===== src/rtl/spi_burst_arbiter.sv =====
// Round-robin arbiter and burst sequencer for two requesters sharing one
// byte-level SPI master; owns chip select and the setup/hold/gap timing.
module spi_burst_arbiter #(
  parameter int DW       = 8,
  parameter int LEN_W    = 4,
  parameter int CS_SETUP = 2,
  parameter int CS_HOLD  = 2,
  parameter int CS_GAP   = 2,
  parameter int TIMEOUT  = 255
) (
  input  logic               sysclk,
  input  logic               rst,
  input  logic [1:0]         req,
  input  logic [2*LEN_W-1:0] len,
  input  logic [2*DW-1:0]    tx_data,
  output logic [1:0]         tx_pop,
  output logic [1:0]         gnt,
  output logic [DW-1:0]      rx_data,
  output logic [1:0]         rx_valid,
  output logic [1:0]         done,
  output logic [1:0]         err,
  output logic               cs_n,
  output logic [DW-1:0]      m_tx_data,
  output logic               m_req,
  input  logic               m_busy,
  input  logic [DW-1:0]      m_rx_data,
  input  logic               m_rx_valid
);

  typedef enum logic [2:0] {
    IDLE, GRANT, SETUP, ISSUE, WAIT, HOLD, GAP
  } state_t;

  state_t            state, state_d;
  logic              owner, owner_d;
  logic              last, last_d;
  logic              aborted, aborted_d;
  logic [LEN_W-1:0]  remaining, remaining_d;
  logic [15:0]       cnt, cnt_d;
  logic [15:0]       tcnt, tcnt_d;
  logic [1:0]        tx_pop_d, gnt_d;
  logic [1:0]        rx_valid_d, done_d, err_d;
  logic [DW-1:0]     rx_data_d, m_tx_data_d;
  logic              cs_n_d, m_req_d;

  logic [LEN_W-1:0]  len_sel;
  logic [DW-1:0]     tx_sel;

  assign len_sel = owner ? len[LEN_W +: LEN_W] : len[0 +: LEN_W];
  assign tx_sel  = owner ? tx_data[DW +: DW] : tx_data[0 +: DW];

  always_ff @(posedge sysclk) begin
    if (rst) begin
      state     <= IDLE;
      owner     <= 1'b0;
      last      <= 1'b1;
      aborted   <= 1'b0;
      remaining <= '0;
      cnt       <= '0;
      tcnt      <= '0;
      tx_pop    <= '0;
      gnt       <= '0;
      rx_data   <= '0;
      rx_valid  <= '0;
      done      <= '0;
      err       <= '0;
      cs_n      <= 1'b1;
      m_tx_data <= '0;
      m_req     <= 1'b0;
    end else begin
      state     <= state_d;
      owner     <= owner_d;
      last      <= last_d;
      aborted   <= aborted_d;
      remaining <= remaining_d;
      cnt       <= cnt_d;
      tcnt      <= tcnt_d;
      tx_pop    <= tx_pop_d;
      gnt       <= gnt_d;
      rx_data   <= rx_data_d;
      rx_valid  <= rx_valid_d;
      done      <= done_d;
      err       <= err_d;
      cs_n      <= cs_n_d;
      m_tx_data <= m_tx_data_d;
      m_req     <= m_req_d;
    end
  end

  always_comb begin
    state_d     = state;
    owner_d     = owner;
    last_d      = last;
    aborted_d   = aborted;
    remaining_d = remaining;
    cnt_d       = cnt;
    tcnt_d      = tcnt;
    tx_pop_d    = '0;
    gnt_d       = gnt;
    rx_data_d   = rx_data;
    rx_valid_d  = '0;
    done_d      = '0;
    err_d       = '0;
    cs_n_d      = cs_n;
    m_tx_data_d = m_tx_data;
    m_req_d     = 1'b0;
    unique case (state)
      IDLE: begin
        if (|req) begin
          state_d = GRANT;
          owner_d = (&req) ? ~last : req[1];
        end
      end
      GRANT: begin
        remaining_d = (len_sel == '0) ? LEN_W'(1) : len_sel;
        gnt_d       = owner ? 2'b10 : 2'b01;
        cs_n_d      = 1'b0;
        cnt_d       = '0;
        aborted_d   = 1'b0;
        state_d     = SETUP;
      end
      SETUP: begin
        if (cnt == 16'(CS_SETUP - 1)) begin
          cnt_d   = '0;
          state_d = ISSUE;
        end else begin
          cnt_d = cnt + 16'd1;
        end
      end
      ISSUE: begin
        if (!m_busy) begin
          m_req_d         = 1'b1;
          m_tx_data_d     = tx_sel;
          tx_pop_d[owner] = 1'b1;
          tcnt_d          = '0;
          state_d         = WAIT;
        end
      end
      WAIT: begin
        if (m_rx_valid) begin
          rx_data_d         = m_rx_data;
          rx_valid_d[owner] = 1'b1;
          remaining_d       = remaining - LEN_W'(1);
          cnt_d             = '0;
          state_d = (remaining == LEN_W'(1)) ? HOLD : ISSUE;
        end else if (tcnt == 16'(TIMEOUT - 1)) begin
          // Abort: the slave never answered this byte.
          err_d[owner] = 1'b1;
          remaining_d  = '0;
          aborted_d    = 1'b1;
          cnt_d        = '0;
          state_d      = HOLD;
        end else if (tcnt < 16'(TIMEOUT)) begin
          tcnt_d = tcnt + 16'd1;
        end
      end
      HOLD: begin
        if (cnt == 16'(CS_HOLD - 1)) begin
          cs_n_d  = 1'b1;
          cnt_d   = '0;
          state_d = GAP;
          if (!aborted) done_d[owner] = 1'b1;
        end else begin
          cnt_d = cnt + 16'd1;
        end
      end
      GAP: begin
        if (cnt == 16'(CS_GAP - 1)) begin
          gnt_d   = '0;
          last_d  = owner;
          cnt_d   = '0;
          state_d = IDLE;
        end else begin
          cnt_d = cnt + 16'd1;
        end
      end
      default: state_d = IDLE;
    endcase
  end

endmodule


===== config.mk =====
export PLATFORM = sky130hd
export DESIGN_NAME = spi_burst_arbiter
export DESIGN_NICKNAME = d
export VERILOG_FILES = /design/src/rtl/spi_burst_arbiter.sv
export SDC_FILE = /design/constraint.sdc
export NUM_CORES = 1
export LEC_CHECK = 0
export BUFFER_PORTS_ARGS = -buffer_cell sky130_fd_sc_hd__buf_2
export CAP_MARGIN = 10
export CORE_MARGIN = 3
export CORE_UTILIZATION = 37
export DETAILED_ROUTE_END_ITERATION = 7
export PLACE_DENSITY = 0.64
export REMOVE_ABC_BUFFERS = 1
export SYNTH_ARGS = -nofsm -noshare
export SYNTH_HDL_FRONTEND = slang
export SYNTH_SLANG_ARGS = --single-unit

===== constraint.sdc =====
create_clock -name sysclk -period 4.9 [get_ports sysclk]
set_input_delay 0.735 -clock sysclk [delete_from_list [all_inputs] [get_ports sysclk]]
set_output_delay 0.735 -clock sysclk [all_outputs]
set_load 0.03 [all_outputs]

==> metrics.log <==
INFO  metric synthFlopType = dfxtp_1
INFO  metric cp.arrival = 2.98 ns
INFO  metric netlist.top_cell.by_area = dfxtp_1
INFO  metric synth_sequential_area_ratio = 44.1%
INFO  metric core_occupancy_in_the_finished_layout = 46.2%
INFO  metric most_frequent_cell_after_synthesis = dfxtp_1
INFO  metric gpl.final_weighted_congestion = 0.842
INFO  metric crit_fanout = 17
INFO  metric min_period = 2.72 ns
INFO  metric yosys_register_bits = 70
INFO  metric tritoncts_num_sinks = 70
INFO  metric met2_wire_len = 3320 µm
INFO  metric startpoint = state[2]
INFO  metric yosysWarnings = 0
INFO  metric area_growth = 20.7%
INFO  metric fmaxAchievable = 368 MHz
INFO  metric worstPathCellList = nor3b_2 > o2111ai_1 > a22o_1 > or4_1 > a21oi_1
INFO  metric cts_resized = 0
INFO  metric cap_viol_max_count = 0
INFO  metric power.share.switching = 26.4%
INFO  metric h_tree_depth_reported_by_cts = 3
INFO  metric number_of_remaining_drc_errors = 0
INFO  metric routed_wl = 7100 µm
INFO  metric combPwrFrac = 14.4%
INFO  metric number_of_distinct_library_cell_variants_in_the_gate_level_netlist_after_synthesis = 50
INFO  metric clk_root_buffer_cell = clkbuf_8
INFO  metric post_synth_most_frequent_cells = 70 x dfxtp_1, 40 x nand2_1, 35 x a21oi_1, 34 x nor2_1, 18 x clkbuf_1
INFO  metric cts_hold_repair.buffers = 0
INFO  metric ant_nets = 0
INFO  metric first_pass_grt_wire_length = 12500 µm
INFO  metric detailedPlacementHpwl = 5050 µm
INFO  metric non_filler_cell_area_final = 3830 µm²
INFO  metric hold_path_class = reg2reg
INFO  metric synthCells = 375
INFO  metric die_area = 9740 µm²
INFO  metric path_buf_inv = 0
INFO  metric drt_first_pass_iters = 4
INFO  metric highest-signal-layer = met4
INFO  metric critPathMaxStageDelay = 0.80 ns
INFO  metric clock_skew = 0.00757 ns
INFO  metric wl_per_cell = 13.1 µm
INFO  metric setup_viol = 0
INFO  metric pwr_density_cell = 376 nW/µm²
INFO  metric criticalPathCategory = reg2reg
INFO  metric first_iter_violations = 141
INFO  metric switchingPower = 381 µW
INFO  metric clock_path_buffers = 2
INFO  metric worst_hold_startpoint = rx_data[1]
INFO  metric postPlaceCellArea = 3560 µm²
INFO  metric core_area = 8300 µm²
INFO  metric synth-edff-count = 0
INFO  metric rsz0062_at_grt = no
INFO  metric power_after_layout = 1.44 mW
INFO  metric post_synth.cell_area_avg = 8.47 µm²
INFO  metric total_overflow_reported_by_the_global_router = 0
INFO  metric cts_tree = yes
INFO  metric route.layer.met1.wl = 3400 µm
INFO  metric antenna_found_initial = 0
INFO  metric route.met3.wl = 323 µm
INFO  metric fin_nets = 475
INFO  metric r2r-start = state[2]
INFO  metric p_int = 1.06 mW
INFO  metric cts_post_setup_buffers_inserted = 0
INFO  metric vias = 2867
INFO  metric worstSetupStartpointType = register
INFO  metric port_buffers = 65
INFO  metric final_max_slew_viol_count = 0
INFO  metric maximum_number_of_pins_on_one_net_before_global_route_repair = 35
INFO  metric clock_share_of_power = 42.3%
INFO  metric global_route.usage.total = 15.4%
INFO  metric final_hold_vios = 0
INFO  metric clk_pin_slew_worst_paths = 0.08 ns
INFO  metric tns = 0 ns
INFO  metric p_seq_share = 43.2%
INFO  metric floorplan.die.height = 98.7 µm
INFO  metric cts_made_buffers = 9
INFO  metric start_util = 38.3%
INFO  metric antenna_cells = 0
INFO  metric vdd_ir_drop_max = 229 µV
INFO  metric ys_top_cells_by_area = dfxtp_1 44%, a21oi_1 5.5%, nand2_1 4.7%
INFO  metric outcome = complete, no violations
INFO  metric tightest_slew = 1.07 ns
INFO  metric slowest_stage = nor3b_2
INFO  metric leakage = 1.48 nW
INFO  metric cp.required = 5.17 ns
INFO  metric drive_above_1_share = 20.4%
INFO  metric post-route-period-util = 55.4%
INFO  metric hold_ws = 0.454 ns
INFO  metric floorplan.io_pins = 66
INFO  metric worstSetupEndpointType = register
INFO  metric async_reset_ff_share = 0%
INFO  metric via_per_inst = 5.30
INFO  metric dieWidth = 98.7 µm
INFO  metric timing.max_slew.rel_slack = 28.7%
INFO  metric synth_top_area_share = 44.1%
INFO  metric critical-path-top-delay-family = simple AND/OR/NAND/NOR gates
INFO  metric post_synthesis_cell_area = 3180 µm²
INFO  metric worst_skew_pair.late_latency = 0.34 ns
INFO  metric grt_pass1_vias = 2767
INFO  metric floorplan.rows = 33
[worst min-delay path, delay by kind of cell (launching register included)]
kind	cells	cell delay, ns
AO/OA/AOI/OAI	1	0.05
AND/OR/NAND/NOR	1	0.05
flip-flops	1	0.31
[layer usage]
layer,track usage [%],vias to the layer above
met5,0,-
met3,4.67,6
met1,20.0,1328
met4,3.57,0
met2,25.3,52
li1,-,1481
[placed cells by master (no fill, tap or decap), types with 3 or more instances in the layout]
cell type	count
a21oi_1	35
nand3b_1	4
a211oi_1	15
buf_2	65
nand2_1	40
mux2i_1	13
or4_1	5
o31ai_1	6
buf_4	3
xnor2_1	4
and4_1	3
clkbuf_8	9
o21ai_0	14
nor4_1	4
ha_1	6
nor2_1	34
dfxtp_1	70
nand2b_1	3
or3_1	7
and3_1	10
nand4b_1	3
nand3_1	5
nor3_1	14
nand4_1	8
and2_1	3
inv_1	11
bufinv_16	4
[power groups by stage]
stage | combinational [mW] | sequential, mW | clock (mW)
6_report | 0.209 | 0.624 | 0.611
5_1_grt | 0.238 | 0.629 | 0.658
4_1_cts | 0.209 | 0.624 | 0.629
3_5_place_dp | 0.208 | 0.637 | 0
3_3_place_gp | 0.205 | 0.636 | 0
2_1_floorplan | 0.124 | 0.645 | 0
[sequential cells by signal, summed over array words and instances (netlist names)]
signal and count:
tcnt 16, cs_n 1, err 2, rx_valid 2, m_req 1, done 2
gnt 2, tx_pop 2, cnt 16, m_tx_data 8, owner 1, remaining 4
last 1, rx_data 8, state 3, aborted 1
[final timing paths]
kind / endpoint / slack, ns / depth (start not counted)
worst max-delay path: tcnt[7] / 2.18 / 5
worst min-delay path: rx_data[1] / 0.45 / 2
worst max register to register: tcnt[7] / 2.18 / 5
worst min register to register: rx_data[1] / 0.45 / 2
[area by class of cell]
cell class | count | area [µm²]
Timing Repair Buffer | 68 | 348
Tap cell | 105 | 131
Clock buffer | 9 | 124
Inverter | 11 | 41.3
Clock inverter | 7 | 145
Fill cell | 794 | 4460
Sequential cell | 70 | 1400
Multi-Input combinational cell | 271 | 1640
[through the flow]
stage	cells	setup slack (ns)
3_3_place_gp	524	2.31
4_1_cts	540	2.19
3_5_place_dp	524	2.19
6_report	541	2.18
5_1_grt	541	1.89
2_1_floorplan	352	2.56
[cell families (layout without fill, tap and decap cells)]
| logic type | count (synthesis) | in the layout | synth area share, % |
|---|---|---|---|
| flops | 70 | 70 | 44.1 |
| xor+xnor | 4 | 4 | 1.10 |
| fa+ha+maj | 6 | 6 | 2.36 |
| simple gates | 153 | 153 | 24.9 |
| compound gates | 95 | 95 | 19.3 |
| mux | 13 | 13 | 4.09 |
| buf+inv | 34 | 95 | 4.17 |
Note: power is estimated with default switching activity, not from simulation.
